--- config.mk ---
export PLATFORM = sky130hd
export DESIGN_NAME = inv_shift_rows_serial
export DESIGN_NICKNAME = d
export VERILOG_FILES = /design/src/rtl/inv_shift_rows_serial.sv
export SDC_FILE = /design/constraint.sdc
export NUM_CORES = 1
export LEC_CHECK = 0
export BUFFER_PORTS_ARGS = -buffer_cell sky130_fd_sc_hd__buf_2
export CAP_MARGIN = 20
export CORE_MARGIN = 4
export CORE_UTILIZATION = 55
export CTS_BUF_LIST = sky130_fd_sc_hd__clkbuf_8
export DETAILED_ROUTE_END_ITERATION = 10
export GPL_TIMING_DRIVEN = 0
export PLACE_DENSITY_LB_ADDON = 0.3
export SYNTH_ARGS = -nofsm -noshare
export SYNTH_HDL_FRONTEND = slang
export SYNTH_SLANG_ARGS = --single-unit
export TNS_END_PERCENT = 100
--- constraint.sdc ---
create_clock -name clk -period 6.15 [get_ports clk]
set_clock_uncertainty 0.2 [all_clocks]
set_input_delay 1.5375 -clock clk [delete_from_list [all_inputs] [get_ports clk]]
set_output_delay 1.5375 -clock clk [all_outputs]
set_load 0.01 [all_outputs]
--- src/rtl/inv_shift_rows_serial.sv ---
// Byte-serial AES (Inv)ShiftRows receiver: each accepted byte lands directly in its
// permuted slot of an assembly buffer; finished blocks move to a held 128-bit output register.
module inv_shift_rows_serial #(
    parameter bit INVERSE = 1'b1
) (
    input  logic         clk,
    input  logic         rst,
    input  logic         in_valid,
    output logic         in_ready,
    input  logic [7:0]   in_byte,
    input  logic         in_sof,
    output logic         out_valid,
    input  logic         out_ready,
    output logic [127:0] out_text,
    output logic         sync_err
);

    logic [3:0]   cnt;
    logic         asm_full;
    logic [127:0] asm_buf;
    logic [127:0] asm_next;
    logic         accept;
    logic         resync;
    logic         last_byte;
    logic         slot_free;
    logic [3:0]   idx;
    logic [3:0]   dest;

    // Byte k = 4*c + r moves to column (c+r) for the inverse, (c-r) for the forward permutation.
    function automatic logic [3:0] dest_of(input logic [3:0] k);
        logic [1:0] r;
        logic [1:0] c;
        logic [1:0] cd;
        r  = k[1:0];
        c  = k[3:2];
        cd = INVERSE ? (c + r) : (c - r);
        return {cd, r};
    endfunction

    assign in_ready  = ~asm_full;
    assign accept    = in_valid & in_ready;
    assign resync    = in_sof & (cnt != 4'd0);
    assign idx       = resync ? 4'd0 : cnt;
    assign dest      = dest_of(idx);
    assign last_byte = accept & (idx == 4'd15);
    assign slot_free = ~out_valid | out_ready;

    // The assembly word with the incoming byte merged, so the 16th byte can bypass straight out.
    always_comb begin
        asm_next = asm_buf;
        asm_next[{dest, 3'b000} +: 8] = in_byte;
    end

    always_ff @(posedge clk) begin
        if (accept) begin
            asm_buf <= asm_next;
        end
    end

    // A completed block goes straight to the output when the slot is free, otherwise it parks
    // in the assembly buffer (asm_full) and input stalls until the consumer drains the output.
    always_ff @(posedge clk or posedge rst) begin
        if (rst) begin
            cnt       <= 4'd0;
            asm_full  <= 1'b0;
            out_valid <= 1'b0;
            out_text  <= '0;
            sync_err  <= 1'b0;
        end else begin
            sync_err <= accept & resync;
            if (accept) begin
                cnt <= idx + 4'd1;
            end
            if (last_byte && slot_free) begin
                out_text  <= asm_next;
                out_valid <= 1'b1;
            end else if (asm_full && slot_free) begin
                out_text  <= asm_buf;
                out_valid <= 1'b1;
                asm_full  <= 1'b0;
            end else begin
                if (last_byte) begin
                    asm_full <= 1'b1;
                end
                if (out_ready) begin
                    out_valid <= 1'b0;
                end
            end
        end
    end

endmodule

==> metrics.yaml, run 1 <==
status:
  status: "finished clean"
worst_setup_path:
  cp.arrival_ns: 5.05
  start_kind: "primary input"
  worst-path-max-fanout: 10
  endpoint_kind: "flip-flop"
  path_class: "primary input to flip-flop"
  worst-endpoint-required_ns: 6.34
route:
  via_per_inst: 6.20
  antenna_left: 0
  wl_per_cell_um: 22.0
  dr.pass1.iters: 5
  drtIter0Drc: 884
  drc: 0
  drt_wl_total_mm: 36.2
  vias: 10224
final_layout:
  fillers: 1812
  final_util_pct: 64.7
  drive_gt1_share_pct: 25.2
  layout_common_cells: "buf_2, dfrtp_1, edfxtp_1, nand2_1, o21ai_0"
  layout_commonest_cell: "buf_2"
  area_growth_pct: 15.4
  nets: 1346
synthesis:
  ys_seq_area_share_pct: 56.7
  postSynthCellCount: 1137
  synth_edf_count: 128
  synth.net_count: 1156
  ys.flop_type: "dfrtp_1"
  yosysWarnings: 0
  synth-seq-cells: 263
  async_reset_ff_share_pct: 51.3
  ys_types: 74
  syn_area_sq_um: 12700
  avgSynthCellArea_sq_um: 11.2
power_and_ir_drop:
  ir_drop_mv: 0.204
  p_clk_share_pct: 37.1
  power_frac_comb_pct: 12.5
  p_sw_mw: 1.09
  seq_power_share_pct: 50.4
  sw_frac_of_total_pct: 27.6
  cellPowerDensity_nw_per_um2: 269
  p_leak_nw: 6.81
  p_int_mw: 2.86
  power.total_mw: 3.95
timing:
  worst_pin_slew_ns: 0.836
  rsz0062_at_grt: "false"
  slew_headroom_pct: 44.3
  min_period_ns: 4.87
  fmax_mhz: 205
  slew_viol_final: 0
  fin_crit_sh_pct: 79.1
  finalSetupViolCount: 0
  setup_slack_ns: 1.28
  hold_violations: 0
clock_network:
  clock_sinks: 263
  post-cts-setup-buffers: 0
  ctsResizeCount: 0
  cts_tree: "done"
  clk_latency_ns: 0.56
  path_clk_slew_ns: 0.06
  clk_root_buffer_cell: "clkbuf_8"
  cts_hold_buf: 0
  cts_buffer_depth: 3
  cts_max_level: 2
  numCtsBuffers: 45
placed_design:
  gp_congestion: 0.986
  port_buffers: 141
  dp_hpwl_mm: 24.9
  dp_slack_ns: 0.829
floorplan:
  dieArea_sq_um: 25600
  num_rows: 55
  start_util_pct: 56.1
  fp.dieW_um: 160
  fp.dieH_um: 160
  pin_count: 144
  core-area_sq_um: 22700
run:
  cap_violations: 0
global_routing:
  grt_antenna_before_repair: 1
  grt_remaining_overflow: 0
  grt_first_pass_wirelength_mm: 57.2
  grt_max_degree: 84
  grt_usage_pct: 28.0
  grt_pass1_vias: 10197
hold_path:
  min_path_type: "flip-flop to flip-flop"
[final timing paths]
path / cells past startpoint / slack (ns) / end / startpoint
worst max-delay path: 12 / 1.28 / out_text[70]$_DFFE_PP0P_ / in_sof
worst min-delay path: 1 / 0.27 / out_text[96]$_DFFE_PP0P_ / asm_buf[96]$_DFFE_PP_
worst max register to register: 11 / 2.14 / out_text[70]$_DFFE_PP0P_ / cnt[0]$_DFFE_PP0P_
worst min register to register: 1 / 0.27 / out_text[96]$_DFFE_PP0P_ / asm_buf[96]$_DFFE_PP_
max in group asynchronous: 3 / 4.03 / out_text[68]$_DFFE_PP0P_ / rst
min in group asynchronous: 2 / 0.91 / out_text[12]$_DFFE_PP0P_ / rst
[state kept, by name (all words and copies together), names as in the netlist]
| name | flops |
|---|---|
| out_valid | 1 |
| out_text | 128 |
| asm_full | 1 |
| asm_buf | 128 |
| cnt | 4 |
| sync_err | 1 |
[stage by stage]
stage                     TNS (ns)  hold slack, ns  cell area, sq um  std cells
after floorplan                  0           0.247             12700       1137
after global placement     -155.93           0.253             13800       1563
after detailed placement         0           0.262             13900       1565
after CTS                        0           0.275             14700       1648
after global routing             0           0.286             14700       1649
final                            0           0.268             14700       1649
[logic make-up (layout without fill, tap and decap cells)]
family,count (synthesis),in the layout,synth area share [%]
adder cells (fa/ha/maj),6,6,0.590
multiplexers,73,73,6.25
other,0,1,0
AND/OR/NAND/NOR,325,325,12.3
XOR/XNOR,5,5,0.452
buffers and inverters,115,341,3.97
flip-flops,263,263,56.7
AO/OA/AOI/OAI,350,350,19.7
[metal layers]
metal  share of wire (%)  vias to the layer above  track usage (%)
met2                  45                      505             42.8
met1                  42                     4967             39.4
met5                   0                        -                0
met3                 9.4                       85             6.17
met4                 3.3                        0             10.5
li1                    -                     4667                -
[power groups by stage]
stage	logic [mW]	clock network [mW]	registers, mW
6_report	0.492	1.47	1.99
5_1_grt	0.538	1.57	2.00
4_1_cts	0.485	1.48	1.99
3_5_place_dp	0.483	0	2.02
3_3_place_gp	0.469	0	2.03
2_1_floorplan	0.340	0	2.02
[critical path, cell delays in order]
cell      delay [ns]
buf_2           0.15
buf_4           0.18
nand2b_1        0.25
inv_1           0.34
ha_1            0.26
and3b_1         0.21
nand4_1         0.16
nor2_1          0.53
buf_2           0.42
buf_2           0.33
clkbuf_1        0.52
a21oi_1         0.15
[cells in the mapped netlist (all sizes together), types with 6 or more instances]
library cell  count  share of area [%]
nor2             86                2.7
ha                6               0.59
a31oi            11               0.66
a22o             14               0.96
o221a            39                3.4
edfxtp          128                 30
o32a              9               0.71
and3              9               0.44
buf              35                1.6
a221oi           16                1.1
nand2           127                3.8
nor3             10               0.77
nand3            28                1.1
and2             14               0.69
nand2b           18               0.88
clkbuf           41                1.2
o32ai             8               0.55
dfrtp           135                 27
o31ai             6               0.35
a21oi            38                1.6
nand4            11               0.54
o21a             14               0.83
inv              37                1.1
mux2             49                4.4
o211ai            7               0.49
mux2i            24                1.9
a211oi           10               0.59
a21o             26                1.5
o22ai            19               0.93
o21ai           107                4.2
[final cells by class]
cell class,instances,area [sq um],area share (%)
Sequential cell,263,7220,49.2
Multi-Input combinational cell,759,5010,34.1
Timing Repair Buffer,143,761,5.18
Clock buffer,51,702,4.78
Buffer,76,359,2.44
Tap cell,285,357,2.43
Inverter,39,156,1.06
Clock inverter,32,128,0.869
Antenna cell,1,2.50,0.0170
Power figures use the tool's default switching activity.
==> inputs of run 2 (changes only) <==
==> constraint.sdc (replaced) <==
create_clock -name clk -period 4.7 [get_ports clk]
set_clock_uncertainty 0.2 [all_clocks]
set_input_delay 1.175 -clock clk [delete_from_list [all_inputs] [get_ports clk]]
set_output_delay 1.175 -clock clk [all_outputs]
set_load 0.01 [all_outputs]
==> metrics.yaml, run 2 (synthesis results as in run 1) <==
timing:
  rsz0062_at_grt: "false"
  fin_crit_sh_pct: 92.9
  slew_viol_final: 0  # unchanged
  hold_violations: 0  # unchanged
  worst_pin_slew_ns: 0.845  # +0.00988 ns
  fmax_mhz: 229
  setup_tns_ns: 0  # unchanged
  min_period_ns: 4.36
  slew_headroom_pct: 43.6  # -0.66 points
  finalSetupViolCount: 0  # unchanged
power_and_ir_drop:
  sw_frac_of_total_pct: 27.4  # -0.17 points
  p_sw_mw: 1.43  # +31%
  p_leak_nw: 6.84  # +0.49%
  seq_power_share_pct: 50.0  # -0.4 points
  power_frac_comb_pct: 12.4  # about the same
  power.total_mw: 5.21  # +32%
  cellPowerDensity_nw_per_um2: 354  # +32%
  p_int_mw: 3.78  # +32%
  p_clk_share_pct: 37.6  # +0.5 points
  ir_drop_mv: 0.246  # +21%
route:
  antenna_left: 0  # unchanged
  wl_per_cell_um: 22.2  # +1.2%
  dr.pass1.iters: 6  # +1
  vias: 10263  # +0.38%
  drtIter0Drc: 1092  # +24%
  drt_wl_total_mm: 36.7  # +1.2%
  via_per_inst: 6.22  # +0.32%
  drc: 0  # unchanged
worst_setup_path:
  critPathSlowestCell: "nor3_2"
  ff2ff_path_depth: 11  # unchanged
  cpPeakStageDelay_ns: 0.56  # +0.03 ns
  cp.arrival_ns: 4.64  # -0.41 ns
  timing.critical_path.cells: "buf_2 > buf_4 > clkbuf_1 > nor2b_1 > ha_1 > buf_4 > nor2b_1 > nor2_4 > nor3_2 > nand2_1 > o21ai_0 > a21o_1"
  endpoint_kind: "flip-flop"
  r2r_end: "out_text[68]$_DFFE_PP0P_"
  crit_family: "simple AND/OR/NAND/NOR gates"
  r2r_start: "cnt[0]$_DFFE_PP0P_"
  r2r_setup_slack_ns: 0.80  # -1.34 ns
  start_kind: "primary input"
  worst-endpoint-required_ns: 4.98  # -1.36 ns
  worst-path-max-fanout: 10  # unchanged
  cp.buffers_inverters: 4  # -2
  path_class: "primary input to flip-flop"
floorplan:
  num_rows: 55  # unchanged
  start_util_pct: 56.1  # unchanged
  pin_count: 144  # unchanged
  fp.dieW_um: 160  # unchanged
  core-area_sq_um: 22700  # unchanged
  dieArea_sq_um: 25600  # unchanged
  fp.dieH_um: 160  # unchanged
final_layout:
  nets: 1348  # +0.15%
  layout_commonest_cell: "buf_2"
  multi_input_area_sq_um: 5010  # about the same
  largestRegisters: "asm_buf x128, out_text x128, cnt x4"
  layout_common_cells: "buf_2, dfrtp_1, edfxtp_1, nand2_1, o21ai_0"
  fillers: 1845  # +1.8%
  area_growth_pct: 15.8
  n_antenna_cell: 0  # -1
  drive_gt1_share_pct: 25.6  # +0.33 points
  seqCellArea_sq_um: 7220  # unchanged
hold_path:
  min_path_type: "flip-flop to flip-flop"
  hold_start: "out_text[108]$_DFFE_PP0P_"
  hold_depth: 1  # unchanged
  hold-path-endpoint: "out_text[108]$_DFFE_PP0P_"
global_routing:
  grt_remaining_overflow: 0  # unchanged
  grt_usage_pct: 28.3  # +0.37 points
  grt_max_degree: 85  # +1.2%
  grt_pass1_vias: 10332  # +1.3%
  grt_first_pass_wirelength_mm: 58.3  # +1.8%
  grt_antenna_before_repair: 1  # unchanged
clock_network:
  cts_max_level: 2  # unchanged
  clock_sinks: 263  # unchanged
  cts_tree: "done"
  clk_root_buffer_cell: "clkbuf_8"
  numCtsBuffers: 45  # unchanged
  clk_latency_ns: 0.55  # about the same
  path_clk_slew_ns: 0.06  # about the same
  cts_buffer_depth: 3  # unchanged
run:
  cap_violations: 0  # unchanged
placed_design:
  port_buffers: 141  # unchanged
  gp_congestion: 0.950  # -3.7%
  dp_hpwl_mm: 25.3  # +1.5%
status:
  status: "finished clean"
-- run 2: cell types whose count changed in the layout (fill, tap and decap cells not counted) --
cell / change
buf_12: +3
buf_16: -1
bufinv_16: +1
clkbuf_8: -1
clkinv_1: -7
clkinv_4: +1
clkinvlp_4: +3
diode_2: -1
inv_1: +5
inv_6: -2
nor2_1: -1
nor2_2: +1
-- run 2: per-layer routing --
layer  up-vias  GRT usage (%)  wire (um)
met5         -              0         12
met4         2           8.25       1090
met1      5018           39.7      15400
li1       4657              -          -
met2       490           45.4      16900
met3        96           5.57       3240
-- run 2: how the worst max path moves through the flow --
stage | start | end | slack, ns | cells after the start
3_3_place_gp | in_valid | cnt[2]$_DFFE_PP0P_ | -1.29 | 5
2_1_floorplan | in_valid | cnt[2]$_DFFE_PP0P_ | 0.15 | 4
3_5_place_dp | in_sof | out_text[68]$_DFFE_PP0P_ | -0.22 | 12
5_1_grt | in_sof | out_text[67]$_DFFE_PP0P_ | 0.19 | 12
4_1_cts | in_sof | out_text[68]$_DFFE_PP0P_ | 0.32 | 12
6_report | in_sof | out_text[122]$_DFFE_PP0P_ | 0.34 | 12
-- run 2: power by group through the flow --
stage / clock network (mW) / registers [mW] / logic (mW)
floorplan: 0 / 2.64 / 0.445
global placement: 0 / 2.65 / 0.614
detailed placement: 0 / 2.65 / 0.637
CTS: 1.98 / 2.60 / 0.640
global route: 2.10 / 2.61 / 0.706
finish: 1.96 / 2.60 / 0.648
-- run 2: worst reg2reg max path: stages (launching register included) --
cell and delay, ns:
dfrtp_1 0.34, buf_2 0.22, nand2b_1 0.20, inv_1 0.32
ha_1 0.26, and3b_1 0.19, nand4_1 0.19, nor2_2 0.40
buf_2 0.39, buf_2 0.33, clkbuf_1 0.55, a21oi_1 0.16
-- run 2: layout make-up --
class	instances	share of cell area (%)
tap	285	2.42
clock buffer	50	4.67
clock inverter	33	1.12
timing repair buffer	145	5.38
buffer	76	2.43
inverter	39	1.05
multi-input combinational	759	34.0
sequential	263	49.0
-- run 2: metrics by stage --
stage / std cells / hold WS, ns / setup WS [ns] / instance area (sq um) / util (%)
final: 1650 / 0.271 / 0.335 / 14700 / 64.9
after global routing: 1650 / 0.281 / 0.191 / 14700 / 64.9
after CTS: 1650 / 0.274 / 0.324 / 14700 / 64.9
after global placement: 1563 / 0.257 / -1.29 / 13800 / 60.8
after detailed placement: 1567 / 0.261 / -0.220 / 13900 / 61.2
after floorplan: 1137 / 0.247 / 0.155 / 12700 / -
-- run 2: what timing repair did --
item                       in CTS  in global routing
resized for setup               0                  1
buffers inserted                0                  0
hold buffers                    0                  0
setup endpoints to repair       0                  1
==> inputs of run 3 (changes only) <==
--- a/config.mk
+++ b/config.mk
@@ -6,9 +6,9 @@
 export NUM_CORES = 1
 export LEC_CHECK = 0
 export BUFFER_PORTS_ARGS = -buffer_cell sky130_fd_sc_hd__buf_2
-export CAP_MARGIN = 20
+export CAP_MARGIN = 10
 export CORE_MARGIN = 4
-export CORE_UTILIZATION = 55
+export CORE_UTILIZATION = 50
 export CTS_BUF_LIST = sky130_fd_sc_hd__clkbuf_8
 export DETAILED_ROUTE_END_ITERATION = 10
 export GPL_TIMING_DRIVEN = 0
==> constraint.sdc (replaced) <==
create_clock -name clk -period 3.6 [get_ports clk]
set_clock_uncertainty 0.2 [all_clocks]
set_input_delay 0.9 -clock clk [delete_from_list [all_inputs] [get_ports clk]]
set_output_delay 0.9 -clock clk [all_outputs]
set_load 0.01 [all_outputs]
==> metrics.yaml, run 3 (synthesis results as in run 1) <==
status:
  status: "finished clean"
final_layout:
  stdcell_area_sq_um: 15000  # +1.6%
  layout_common_cells: "buf_2, dfrtp_1, edfxtp_1, nand2_1, o21ai_0"
  largestRegisters: "asm_buf x128, out_text x128, cnt x4"
  area_growth_pct: 17.7
  drive_gt1_share_pct: 27.2  # +1.6 points
  final_cells: 1700  # +3.0%
  nets: 1352  # +0.30%
  layout_commonest_cell: "buf_2"
clock_network:
  cts_buffer_depth: 3  # unchanged
  clock_sinks: 263  # unchanged
  cts_tree: "done"
  path_clk_slew_ns: 0.06  # about the same
  cts_hold_buf: 0  # unchanged
  clk_latency_ns: 0.55  # about the same
  numCtsBuffers: 45  # unchanged
  clk_root_buffer_cell: "clkbuf_8"
  cts_max_level: 2  # unchanged
timing:
  worst_pin_slew_ns: 0.930  # +0.0845 ns
  fin_crit_sh_pct: 98.0
  fmax_mhz: 283
  hold_violations: 0  # unchanged
  setup_slack_ns: 0.0706  # -0.265 ns
  finalSetupViolCount: 0  # unchanged
  slew_viol_final: 0  # unchanged
  min_period_ns: 3.53
  rsz0062_at_grt: "true"
  slew_headroom_pct: 38.0  # -5.6 points
worst_setup_path:
  cp.arrival_ns: 3.75  # -0.89 ns
  r2r_setup_slack_ns: 0.23  # -0.57 ns
  timing.critical_path.cells: "buf_2 > buf_4 > nand2b_4 > inv_4 > ha_1 > and3b_1 > nand4_1 > nor2_2 > buf_2 > clkbuf_4 > a221oi_1 > a21o_1"
  crit_family: "buffers and inverters"
  start_kind: "primary input"
  cpMostUsedCell: "buf_2"
  endpoint_kind: "flip-flop"
  path_class: "primary input to flip-flop"
  cp_num_cells: 12  # unchanged
  worst-path-max-fanout: 19  # +9
  worst-endpoint-required_ns: 3.82  # -1.16 ns
  cpPeakStageDelay_ns: 0.41  # -0.15 ns
  ff2ff_path_depth: 10  # -1
  cp.buffers_inverters: 5  # +1
  critPathSlowestCell: "nor2_2"
power_and_ir_drop:
  p_sw_mw: 1.87  # +31%
  p_clk_share_pct: 37.9  # +0.3 points
  power_frac_comb_pct: 12.6  # +0.2 points
  seq_power_share_pct: 49.4  # -0.6 points
  p_leak_nw: 6.91  # +1.1%
  ir_drop_mv: 0.333  # +35%
  sw_frac_of_total_pct: 27.1  # -0.29 points
  cellPowerDensity_nw_per_um2: 459  # +30%
  p_int_mw: 5.01  # +32%
route:
  drtIter0Drc: 1032  # -5.5%
  vias: 10310  # +0.46%
  dr.pass1.iters: 6  # unchanged
  wl_per_cell_um: 21.9  # -1.6%
  via_per_inst: 6.06  # -2.5%
  drc: 0  # unchanged
  antenna_left: 0  # unchanged
  drt_wl_total_mm: 37.2  # +1.4%
global_routing:
  grt_antenna_before_repair: 1  # unchanged
  grt_pass1_vias: 10234  # -0.95%
  grt_remaining_overflow: 0  # unchanged
  grt_max_degree: 42  # -51%
  grt_usage_pct: 26.1  # -2.3 points
  grt_first_pass_wirelength_mm: 58.5  # +0.42%
floorplan:
  fp.dieH_um: 168  # +4.6%
  fp.dieW_um: 168  # +4.6%
  pin_count: 144  # unchanged
  start_util_pct: 50.7  # -5.4 points
  dieArea_sq_um: 28100  # +9.5%
  core-area_sq_um: 25100  # +11%
  num_rows: 58  # +5.5%
placed_design:
  dp_slack_ns: -0.765  # -0.545 ns
  gp_congestion: 0.956  # +0.65%
  dp_hpwl_mm: 25.9  # +2.1%
  dpl.cell_count: 1616  # +3.1%
  place_area_sq_um: 14100  # +1.2%
  port_buffers: 141  # unchanged
hold_path:
  min_path_type: "primary input to async pin"
run:
  cap_violations: 0  # unchanged
-- run 3: final cells by class --
cell class | instances | area [sq um]
tap | 330 | 413
buffer | 75 | 370
sequential | 263 | 7220
inverter | 39 | 156
fill | 2106 | 10100
antenna | 1 | 2.50
clock inverter | 27 | 109
timing repair buffer | 150 | 881
multi-input combinational | 759 | 5060
clock buffer | 56 | 771
-- run 3: final timing paths --
check	start	end
max in group asynchronous	rst	out_text[99]$_DFFE_PP0P_
min in group clk	out_text[108]$_DFFE_PP0P_	out_text[108]$_DFFE_PP0P_
hold reg to reg	out_text[108]$_DFFE_PP0P_	out_text[108]$_DFFE_PP0P_
setup / recovery	in_sof	out_text[108]$_DFFE_PP0P_
hold / removal	rst	out_text[75]$_DFFE_PP0P_
setup reg to reg	cnt[1]$_DFFE_PP0P_	out_text[33]$_DFFE_PP0P_
-- run 3: repair_timing --
action,4_1_cts,5_1_grt
setup buffers,0,1
pin swaps,0,2
resized for setup,2,14
endpoints found under the setup margin,11,89
-- run 3: stage by stage --
step / util [%] / TNS (ns) / hold slack (ns) / power [mW]
global route: 59.7 / -0.00184 / 0.211 / 7.15
detailed placement: 56.0 / -89.54 / 0.265 / 4.31
CTS: 59.5 / 0 / 0.186 / 6.89
global placement: 55.3 / -270.91 / 0.257 / 4.27
finish: 59.7 / 0 / 0.195 / 6.88
floorplan: - / 0 / 0.247 / 4.03
-- run 3: layer usage --
| metal | track usage [%] | wire [um] | vias up |
|---|---|---|---|
| li1 | - | - | 4671 |
| met4 | 9.67 | 1400 | 0 |
| met5 | 0 | 0 | - |
| met2 | 40.6 | 17200 | 500 |
| met1 | 37.0 | 15700 | 5038 |
| met3 | 4.58 | 2930 | 101 |
-- run 3: power by group through the flow --
stage	registers, mW	logic (mW)	clock network (mW)
global route	3.41	0.949	2.79
CTS	3.40	0.852	2.64
floorplan	3.44	0.587	0
finish	3.40	0.867	2.61
detailed placement	3.46	0.850	0
global placement	3.46	0.809	0
-- run 3: worst reg2reg max path: cells and delay by family, from the launching register on --
| kind | cells | cell delay, ns |
|---|---|---|
| flops | 1 | 0.37 |
| buf+inv | 4 | 1.23 |
| compound gates | 1 | 0.22 |
| simple gates | 4 | 0.95 |
| fa+ha+maj | 1 | 0.24 |
